[config.mk]
export PLATFORM = sky130hd
export DESIGN_NAME = editor_campo_bcd_flat
export DESIGN_NICKNAME = d
export VERILOG_FILES = /design/src/rtl/editor_campo_bcd_if.sv /design/src/rtl/editor_campo_bcd.sv /design/src/flat_wrapper.sv
export SDC_FILE = /design/constraint.sdc
export NUM_CORES = 1
export LEC_CHECK = 0
export ABC_AREA = 1
export BUFFER_PORTS_ARGS = -buffer_cell sky130_fd_sc_hd__buf_2
export CAP_MARGIN = 20
export CORE_MARGIN = 5
export CORE_UTILIZATION = 59
export DETAILED_ROUTE_END_ITERATION = 8
export GPL_ROUTABILITY_DRIVEN = 0
export PLACE_DENSITY = 0.78
export SLEW_MARGIN = 0
export SYNTH_ARGS = -nofsm -noshare
export SYNTH_HDL_FRONTEND = slang
export SYNTH_SLANG_ARGS = --single-unit
[constraint.sdc]
create_clock -name clk -period 1.69 [get_ports clk]
set_input_delay 0.0845 -clock clk [delete_from_list [all_inputs] [get_ports clk]]
set_output_delay 0.0845 -clock clk [all_outputs]
set_load 0.05 [all_outputs]
[src/rtl/editor_campo_bcd_if.sv]
// Bundle between the debouncers / RTC write sequencer and one BCD field editor.
// The editor sits on the slave side; the surrounding controller on the master side.
interface editor_campo_bcd_if;
    logic       incremento;
    logic       decremento;
    logic       confirmar;
    logic       carga;
    logic [7:0] dato_rtc;
    logic       wr_ack;
    logic [7:0] valor;
    logic       editando;
    logic       wr_req;
    logic [7:0] wr_dato;

    modport master (
        output incremento, decremento, confirmar, carga, dato_rtc, wr_ack,
        input  valor, editando, wr_req, wr_dato
    );

    modport slave (
        input  incremento, decremento, confirmar, carga, dato_rtc, wr_ack,
        output valor, editando, wr_req, wr_dato
    );
endinterface

[src/rtl/editor_campo_bcd.sv]
// Two-digit BCD time-field editor: inc/dec with wrap between MIN_VAL and MAX_VAL,
// abandons the edit after TIMEOUT_CYC quiet cycles, and commits the value to the
// RTC write path over a held req/ack handshake.
module editor_campo_bcd #(
    parameter int MIN_VAL     = 0,
    parameter int MAX_VAL     = 59,
    parameter int TIMEOUT_CYC = 1000
) (
    input logic               clk,
    input logic               rst_n,
    editor_campo_bcd_if.slave bus
);

    localparam logic [7:0] BCD_MIN = {4'(MIN_VAL / 10), 4'(MIN_VAL % 10)};
    localparam logic [7:0] BCD_MAX = {4'(MAX_VAL / 10), 4'(MAX_VAL % 10)};
    localparam logic [6:0] BIN_MIN = 7'(MIN_VAL);
    localparam logic [6:0] BIN_MAX = 7'(MAX_VAL);

    // Counter only has to reach TIMEOUT_CYC-1.
    localparam int             CW      = (TIMEOUT_CYC > 1) ? $clog2(TIMEOUT_CYC) : 1;
    localparam logic [CW-1:0]  TO_LAST = CW'(TIMEOUT_CYC - 1);

    typedef enum logic [1:0] {
        ST_IDLE  = 2'd0,
        ST_EDIT  = 2'd1,
        ST_WRITE = 2'd2
    } state_t;

    state_t        state_q,    state_d;
    logic [7:0]    valor_q,    valor_d;
    logic [7:0]    shadow_q,   shadow_d;
    logic [7:0]    wr_dato_q,  wr_dato_d;
    logic          wr_req_q,   wr_req_d;
    logic          editando_q, editando_d;
    logic [CW-1:0] cnt_q,      cnt_d;

    logic step_en;
    logic step_up;

    // Clamp an RTC readback into the legal field range; bad BCD digits count as "too big".
    function automatic logic [7:0] sanitize(input logic [7:0] d);
        logic [6:0] bin;
        bin = 7'({3'b000, d[7:4]} * 7'd10) + {3'b000, d[3:0]};
        if (d[7:4] > 4'd9 || d[3:0] > 4'd9) return BCD_MAX;
        if (bin > BIN_MAX)                  return BCD_MAX;
        if (bin < BIN_MIN)                  return BCD_MIN;
        return d;
    endfunction

    // BCD +1 with wrap MAX -> MIN.
    function automatic logic [7:0] bcd_inc(input logic [7:0] v);
        if (v == BCD_MAX)     return BCD_MIN;
        if (v[3:0] == 4'd9)   return {v[7:4] + 4'd1, 4'd0};
        return {v[7:4], v[3:0] + 4'd1};
    endfunction

    // BCD -1 with wrap MIN -> MAX.
    function automatic logic [7:0] bcd_dec(input logic [7:0] v);
        if (v == BCD_MIN)     return BCD_MAX;
        if (v[3:0] == 4'd0)   return {v[7:4] - 4'd1, 4'd9};
        return {v[7:4], v[3:0] - 4'd1};
    endfunction

    // Simultaneous inc and dec cancel: no step, no activity.
    assign step_en = bus.incremento ^ bus.decremento;
    assign step_up = bus.incremento;

    // Next-state and datapath decisions for the IDLE/EDIT/WRITE controller.
    always_comb begin
        state_d   = state_q;
        valor_d   = valor_q;
        shadow_d  = shadow_q;
        wr_dato_d = wr_dato_q;
        wr_req_d  = wr_req_q;
        cnt_d     = cnt_q;

        case (state_q)
            ST_IDLE: begin
                cnt_d = '0;
                if (step_en) begin
                    // A step wins over a load arriving in the same cycle.
                    valor_d = step_up ? bcd_inc(valor_q) : bcd_dec(valor_q);
                    state_d = ST_EDIT;
                end else if (bus.carga) begin
                    valor_d  = sanitize(bus.dato_rtc);
                    shadow_d = sanitize(bus.dato_rtc);
                end
            end

            ST_EDIT: begin
                if (bus.confirmar) begin
                    wr_dato_d = valor_q;
                    wr_req_d  = 1'b1;
                    cnt_d     = '0;
                    state_d   = ST_WRITE;
                end else if (step_en) begin
                    valor_d = step_up ? bcd_inc(valor_q) : bcd_dec(valor_q);
                    cnt_d   = '0;
                end else if (cnt_q == TO_LAST) begin
                    // Quiet too long: throw the edit away, restore last committed value.
                    valor_d = shadow_q;
                    cnt_d   = '0;
                    state_d = ST_IDLE;
                end else begin
                    cnt_d = cnt_q + 1'b1;
                end
            end

            ST_WRITE: begin
                cnt_d = '0;
                if (bus.wr_ack) begin
                    wr_req_d = 1'b0;
                    shadow_d = wr_dato_q;
                    state_d  = ST_IDLE;
                end
            end

            default: begin
                state_d  = ST_IDLE;
                wr_req_d = 1'b0;
                cnt_d    = '0;
            end
        endcase

        editando_d = (state_d != ST_IDLE);
    end

    // State and registered outputs; reset also drops a pending wr_req immediately.
    always_ff @(posedge clk or negedge rst_n) begin
        if (!rst_n) begin
            state_q    <= ST_IDLE;
            valor_q    <= BCD_MIN;
            shadow_q   <= BCD_MIN;
            wr_dato_q  <= 8'h00;
            wr_req_q   <= 1'b0;
            editando_q <= 1'b0;
            cnt_q      <= '0;
        end else begin
            state_q    <= state_d;
            valor_q    <= valor_d;
            shadow_q   <= shadow_d;
            wr_dato_q  <= wr_dato_d;
            wr_req_q   <= wr_req_d;
            editando_q <= editando_d;
            cnt_q      <= cnt_d;
        end
    end

    assign bus.valor    = valor_q;
    assign bus.editando = editando_q;
    assign bus.wr_req   = wr_req_q;
    assign bus.wr_dato  = wr_dato_q;

endmodule

[src/flat_wrapper.sv]
// flat-port wrapper written by rule: the top's interface ports become plain ports
module editor_campo_bcd_flat 
#(
    parameter int MIN_VAL     = 0,
    parameter int MAX_VAL     = 59,
    parameter int TIMEOUT_CYC = 1000
)
  (clk, rst_n, bus_incremento, bus_decremento, bus_confirmar, bus_carga, bus_dato_rtc, bus_wr_ack, bus_valor, bus_editando, bus_wr_req, bus_wr_dato);
  editor_campo_bcd_if bus_i ();
  input logic clk;
  input logic rst_n;
  input wire logic [$bits(bus_i.incremento)-1:0] bus_incremento;
  input wire logic [$bits(bus_i.decremento)-1:0] bus_decremento;
  input wire logic [$bits(bus_i.confirmar)-1:0] bus_confirmar;
  input wire logic [$bits(bus_i.carga)-1:0] bus_carga;
  input wire logic [$bits(bus_i.dato_rtc)-1:0] bus_dato_rtc;
  input wire logic [$bits(bus_i.wr_ack)-1:0] bus_wr_ack;
  output wire logic [$bits(bus_i.valor)-1:0] bus_valor;
  output wire logic [$bits(bus_i.editando)-1:0] bus_editando;
  output wire logic [$bits(bus_i.wr_req)-1:0] bus_wr_req;
  output wire logic [$bits(bus_i.wr_dato)-1:0] bus_wr_dato;
  assign bus_i.incremento = bus_incremento;
  assign bus_i.decremento = bus_decremento;
  assign bus_i.confirmar = bus_confirmar;
  assign bus_i.carga = bus_carga;
  assign bus_i.dato_rtc = bus_dato_rtc;
  assign bus_i.wr_ack = bus_wr_ack;
  assign bus_valor = bus_i.valor;
  assign bus_editando = bus_i.editando;
  assign bus_wr_req = bus_i.wr_req;
  assign bus_wr_dato = bus_i.wr_dato;
  editor_campo_bcd #(.MIN_VAL(MIN_VAL), .MAX_VAL(MAX_VAL), .TIMEOUT_CYC(TIMEOUT_CYC)) u_core (.clk(clk), .rst_n(rst_n), .bus(bus_i));
endmodule
Yosys cells after proc, flatten, opt, wreduce, memory -nomap -nowiden
Cells that the tools add are included.
{"block": "totals", "in_bits": 15, "register_bits": 38, "wordCells": 132}
{"block": "classes", "mul": 1, "muxes": 83, "eq_ne": 16, "order_cmp": 4, "n_reduce_logical": 12, "bitwise": 2, "add_sub_neg": 6}
{"op": "8-bit 2-to-1 mux", "count": 27}
{"op": "1-bit 2-to-1 mux", "count": 43}
{"op": "10-bit 2-to-1 mux", "count": 4}
{"op": "8-bit case mux with 2 select lines", "count": 2}
{"op": "5-bit != test (second input constant)", "count": 4}
{"op": "10-bit by 1-bit adder with 10-bit output (second input constant)", "count": 1}
{"op": "10-bit == test (second input constant)", "count": 1}
{"op": "2-bit 2-to-1 mux", "count": 5}
{"op": "2-bit != test (second input constant)", "count": 5}
{"op": "4-bit by 1-bit adder with 4-bit output (second input constant)", "count": 2}
{"op": "8-bit by 7-bit == test with 1-bit output (second input constant)", "count": 1}
{"op": "4-bit greater-than comparator (second input constant)", "count": 2}
{"op": "8-bit logical NOT", "count": 1}
{"op": "4-bit AND reduction", "count": 2}
{"op": "8-bit AND reduction", "count": 1}
{"op": "4-bit by 1-bit subtractor with 4-bit output (second input constant)", "count": 2}
{"op": "7-bit by 4-bit adder with 7-bit output", "count": 1}
{"op": "7-bit by 6-bit greater-than comparator with 1-bit output (second input constant)", "count": 1}
{"op": "7-bit by 1-bit less-than comparator with 1-bit output (second input constant)", "count": 1}
{"op": "4-bit by 3-bit multiplier with 6-bit output (second input constant)", "count": 1}
{"op": "2-bit case mux with 3 select lines", "count": 1}
{"op": "2-bit nonzero test", "count": 3}
{"op": "4-bit == test (second input constant)", "count": 1}
{"op": "4-bit logical NOT", "count": 1}
{"op": "other kinds (11)", "count": 11}

Depth between registers and ports, before layout
{"block": "logic_depth", "ltp_word": 21, "ltp_mapped": 13, "mapped_depth_nobuf": 12}

Least setup slack after synthesis
Ideal clock, no wire load.
{"block": "synth_timing", "kind": "in2reg", "start": "in bus_dato_rtc[5]", "end": "reg u_core.shadow_q[3]", "setup_slack_ps": -237, "arrival_time_ps": 1804, "path_stages": 11, "cell_sequence": "ha_1 > ha_1 > inv_1 > fa_1 > nor2_1 > nand4_1 > nand3_1 > buf_2 > nand3_1 > o21ai_0 > nand2_1"}
{"block": "synth_between", "elab_chain_cells": 15}
{"element": "from (decl)", "line": "flat_wrapper.sv:16", "source": "input wire logic [$bits(bus_i.dato_rtc)-1:0] bus_dato_rtc;"}
{"element": "4-bit by 3-bit multiplier with 6-bit output", "line": "editor_campo_bcd.sv:43", "source": "bin = 7'({3'b000, d[7:4]} * 7'd10) + {3'b000, d[3:0]};"}
{"element": "7-bit by 4-bit adder with 7-bit output", "line": "editor_campo_bcd.sv:43"}
{"element": "7-bit by 1-bit less-than comparator with 1-bit output", "line": "editor_campo_bcd.sv:46", "source": "if (bin < BIN_MIN) return BCD_MIN;"}
{"element": "1-bit 2-to-1 mux (2 in a row)", "line": "editor_campo_bcd.sv:46"}
{"element": "1-bit 2-to-1 mux", "line": "editor_campo_bcd.sv:45", "source": "if (bin > BIN_MAX) return BCD_MAX;"}
{"element": "1-bit 2-to-1 mux", "line": "editor_campo_bcd.sv:84", "source": "end else if (bus.carga) begin"}
{"element": "1-bit 2-to-1 mux", "line": "editor_campo_bcd.sv:80", "source": "if (step_en) begin"}
{"element": "1-bit 2-to-1 mux", "line": "editor_campo_bcd.sv:77", "source": "case (state_q)"}
{"element": "8-bit 2-to-1 mux", "line": "editor_campo_bcd.sv:47", "source": "return d;"}
{"element": "8-bit 2-to-1 mux", "line": "editor_campo_bcd.sv:46"}
{"element": "8-bit 2-to-1 mux (*)", "line": "editor_campo_bcd.sv:45"}
{"element": "8-bit 2-to-1 mux (*)", "line": "editor_campo_bcd.sv:84"}
{"element": "8-bit 2-to-1 mux (*)", "line": "editor_campo_bcd.sv:80"}
{"element": "8-bit case mux with 2 select lines (*)", "line": "editor_campo_bcd.sv:77"}
{"element": "to (signal assigned)", "line": "editor_campo_bcd.sv:141", "source": "shadow_q <= shadow_d;"}
{"element": "to (decl)", "line": "editor_campo_bcd.sv:31", "source": "logic [7:0] shadow_q, shadow_d;"}
Every way passes the cells marked *; elsewhere a longest branch is shown, timed or not. The select of a mux whose other input is x is not followed.
A chain may end at the register's enable or synchronous reset.

Worst setup path after layout
{"block": "layout_timing", "start": "in bus_dato_rtc[7]", "end": "reg u_core.shadow_q[4]"}
The elaborated chain is that of the path after synthesis.

==> results <==
- The run finished, with violations left.
- The checks that failed: setup timing.
- The pre-antenna-repair detailed-routing pass consisted of 5 iterations.
- The final design instance area without fill is between 0.003 and 0.004 mm².
- The sequential share of the synthesized area is 0.346.
- The worst hold path terminates at u_core.state_q[1].
- From synthesis to final layout, the design area changed by 23.8%.
- The total CTS buffers is 5.
- The worst setup path is captured at a register.
- From bottom edge to top edge, the die measures 78.2 µm.
- The number of cells on the worst reg-to-reg path is 8.
- The tightest hold margin is approximately 0.089 ns.
- The area of the mapped netlist is about 0.0027 mm².
- The clock tree from TritonCTS is done.
- The later pin in the worst-skew pair is clocked with a latency of 0.30 ns.
- The share of synthesized area in the top cell type comes to 0.346.
- The highest cell delay on the worst timing path is between 0.4 and 0.5 ns.
- The worst path arrival time is 1.95 ns.
- The hold violation total from the final report is 0.
- The signal on the critical path passes through buf_8, ha_4, ha_4, inv_2, fa_2, nor2_2, nand4_1, nand3_4, buf_4, nand3_4, o21ai_2, nand2_1.
- Setup repair after global routing could not meet its margin everywhere.
- The worst flop-to-flop path startpoint is u_core.state_q[0].
- The die covers between 0.006 and 0.007 mm².
- The worst supply voltage drop on vdd is 0.00107 V.
- In the final layout, the share of cells above drive strength 1 is 0.274.
- The H-tree generated during clock tree synthesis spans 2 levels.
- After the flow finishes, the layout carries non-filler instances totaling between 400 and 500.
- The total setup violations reported at the end of the flow is 10.
- For the worst setup path, the data required time is between 1.5 and 2 ns.
- Measured along the x axis, the die boundary spans approximately 78 µm.
- sky130_fd_sc_hd__dfrtp_1 takes more of the synthesized area than any other cell.
- 33 I/O pins were placed.
- CTS placed an instance of sky130_fd_sc_hd__clkbuf_8 at the clock tree root.
- The global router's overall resource usage is 0.234.
- The cell class contributing the biggest share of worst-path delay is adder cells.
- The initial utilization of the core area, before any placement, comes to 0.618.
- The worst reg-to-reg setup slack is 0.06 ns.
- The type of the worst setup path is primary input to register.
- The shortest period the worst path allows is 1.77 ns.
- The first-pass GRT wire length is roughly 12 mm.
- The netlist uses 34 different library cells.
- The sort of element at the start of the critical path is a primary input.
- In this run, the number of DRC markers left after iteration 0 of detailed routing was ~190.
- The biggest fanout along the worst timing path is 5.
- The via count of the first global-routing pass is roughly 2600.
- The number of antenna-violating nets in the routed design is 0.
- The post-layout total power is around 0.0056 W.
- The number of flip-flops and latches in the synthesized netlist is 38.
- The Yosys warning count is 0.
- In this run the mean area of a mapped cell was ~7 µm².
- Setup slack on the critical path of the routed design comes to -0.0792 ns.
- The number of design rule violations left after detail routing is 0.
- The clock-pin slew on the worst setup and hold paths is ~0.08 ns.
- The largest clock skew in the final design is approximately 0.0069 ns.
- The cell count after synthesis came out at ~380.
- The startpoint identified for the worst hold timing path is bus_wr_ack.
- Entering global routing, the biggest net connects 28 pins.
- The number of antenna violations at the first check in global routing is 0.
- Based on the critical path, the design can be clocked at up to around 0.57 GHz.
- The max-cap check violation count is 0.
- In this run the critical register-to-register path is captured at u_core.shadow_q[4].
- The area of the core region is about 0.0044 mm².
- Summed over all nets, the half-perimeter wirelength after detailed placement is approximately 5.1 mm.
- The cell with the largest stage delay on the worst path is sky130_fd_sc_hd__fa_2.
- Summed over all cells, the static leakage comes to 1.75 nW.
- The average wire per standard cell is around 15 µm.
- The setup slack after placement is -0.418 ns.
- The worst slew slack as a fraction of its limit is 0.586.
- The count of buffers added on input and output ports is 32.
- The post-placement cell count is ~480.
- The clock net in this run drives a total of 38 sinks.
- The total number of vias is 2749.
- The total placed instance area is roughly 0.0031 mm².
- The deepest clock path buffer count is 2.
- Dividing total power by cell area gives a power density of between 1500 and 2000 mW/mm².
- The number of core rows is 24.
- Of the available clock period, the critical path in the final layout requires 1.05.
- After global routing the overflow that remains totals 0.
- The average vias per placed instance is 5.56.
- The transition at the pin with the smallest max-transition slack is slightly above 0.6 ns.
- The net count reported at finish is approximately 470.
- Counting every net in the synthesized netlist gives between 400 and 500.
- The combined buffer and inverter count along the critical path is 3.
- The kind of path behind the tightest hold check is primary input to register.
- The count of antenna diodes in the layout is 0.
- The final layout contains routed wiring with a total length of ~7.4 mm.
- The final max-slew violation count is 0.
- The hold path depth is 3.
- In the post-synthesis netlist, the biggest area contributors are sky130_fd_sc_hd__dfrtp_1 35%, sky130_fd_sc_hd__nand2_1 14%, sky130_fd_sc_hd__nor2_1 8.2%, sky130_fd_sc_hd__ha_1 6.4%, sky130_fd_sc_hd__nand3_1 5.8%.
## power by group
part / internal, W / switching, W
Combinational: 0.00109 / 0.00237
Sequential: 0.00125 / 0.000273
Clock: 0.000328 / 0.000339
## Yosys cell counts (all sizes together)
library cell / instances
nand2: 109
nor2: 66
inv: 45
dfrtp: 38
nand3: 33
o21ai: 19
ha: 14
a21oi: 13
nand4: 11
buf: 8
xnor2: 5
a21boi: 4
xor2: 4
clkbuf: 3
nor3b: 3
fa: 2
nor3: 2
clkinv: 1
nand3b: 1
o211ai: 1
or2: 1
## flip-flops by register name, summed over array words and instances (netlist names)
register	flops
u_core.bus.wr_dato	8
u_core.shadow_q	8
u_core.state_q	2
u_core.bus.valor	8
u_core.cnt_q	10
u_core.bus.editando	1
u_core.bus.wr_req	1
## repair_timing
action / CTS / global route
hold endpoints to repair: 25 / 0
setup buffers: 3 / 5
gates cloned: 0 / 1
endpoints found under the setup margin: 3 / 16
resized for setup: 5 / 27
pin swaps: 2 / 17
hold buffers: 1 / 0
## cell families (layout without fill, tap and decap cells)
logic type      count (synthesis)  in the layout  share of synthesized area
simple gates                  226            226                      0.373
buf+inv                        57            116                     0.0916
flops                          38             38                      0.346
compound gates                 37             37                     0.0816
fa+ha+maj                      16             16                     0.0784
xor+xnor                        9              9                     0.0287
## cells in the final DEF (no fill, tap or decap), types with 2 or more instances in the layout
cell type and n:
sky130_fd_sc_hd__nand2_1 105, sky130_fd_sc_hd__nor2_1 58, sky130_fd_sc_hd__inv_1 38, sky130_fd_sc_hd__dfrtp_1 34, sky130_fd_sc_hd__buf_2 31, sky130_fd_sc_hd__buf_4 25
sky130_fd_sc_hd__nand3_1 23, sky130_fd_sc_hd__o21ai_0 15, sky130_fd_sc_hd__ha_1 12, sky130_fd_sc_hd__nand4_1 9, sky130_fd_sc_hd__a21oi_1 8, sky130_fd_sc_hd__inv_2 6
sky130_fd_sc_hd__clkbuf_8 6, sky130_fd_sc_hd__nand3_2 5, sky130_fd_sc_hd__nand3_4 5, sky130_fd_sc_hd__nand2_2 4, sky130_fd_sc_hd__xnor2_1 4, sky130_fd_sc_hd__xor2_1 4
sky130_fd_sc_hd__nor2_4 4, sky130_fd_sc_hd__nor2_2 4, sky130_fd_sc_hd__o21ai_2 4, sky130_fd_sc_hd__a21oi_2 4, sky130_fd_sc_hd__buf_6 4, sky130_fd_sc_hd__dfrtp_2 4
sky130_fd_sc_hd__nor3b_1 3, sky130_fd_sc_hd__nand4_4 2, sky130_fd_sc_hd__nor3_1 2, sky130_fd_sc_hd__a21boi_1 2, sky130_fd_sc_hd__a21boi_2 2, sky130_fd_sc_hd__ha_4 2
## area by class of cell
| cell class | instances | area [µm²] |
|---|---|---|
| multi-input combinational | 288 | 1700 |
| clock buffer | 6 | 82.6 |
| sequential | 38 | 956 |
| timing repair buffer | 62 | 413 |
| tap | 52 | 65.1 |
| clock inverter | 2 | 12.5 |
| fill | 333 | 1040 |
| inverter | 46 | 175 |
## per-stage QoR
stage | utilization | TNS, ns
after floorplan | - | -0.292
after global placement | 0.697 | -3.57
after detailed placement | 0.697 | -4.49
after CTS | 0.729 | -0.0991
after global routing | 0.765 | -1.26
final | 0.765 | -0.318
## worst register-to-register path, stage by stage (launching register included)
cell,delay (ns)
sky130_fd_sc_hd__dfrtp_1,0.46
sky130_fd_sc_hd__inv_1,0.11
sky130_fd_sc_hd__nand2_1,0.07
sky130_fd_sc_hd__nor2_1,0.07
sky130_fd_sc_hd__nor2_1,0.18
sky130_fd_sc_hd__nand3b_4,0.23
sky130_fd_sc_hd__nor2_1,0.28
sky130_fd_sc_hd__o21ai_2,0.09
sky130_fd_sc_hd__nand2_1,0.07
## layer usage
metal / track usage / up-vias / routed length (µm)
met1: 0.297 / 1264 / 3020
met5: 0 / - / 0
met2: 0.387 / 126 / 3590
met4: 0.119 / 0 / 341
met3: 0.0378 / 34 / 475
li1: - / 1325 / -
## worst max path at each step
| stage | from | end | depth (start not counted) | slack [ns] |
|---|---|---|---|---|
| 2_1_floorplan | bus_dato_rtc[7] | u_core.shadow_q[6] | 11 | -0.05 |
| 3_3_place_gp | bus_dato_rtc[7] | u_core.shadow_q[0] | 11 | -0.28 |
| 3_5_place_dp | bus_dato_rtc[7] | u_core.shadow_q[0] | 11 | -0.42 |
| 4_1_cts | bus_dato_rtc[7] | u_core.shadow_q[3] | 12 | -0.03 |
| 5_1_grt | bus_dato_rtc[7] | u_core.shadow_q[4] | 12 | -0.15 |
| 6_report | bus_dato_rtc[7] | u_core.shadow_q[4] | 12 | -0.08 |
Note: power is estimated with default switching activity, not from simulation.
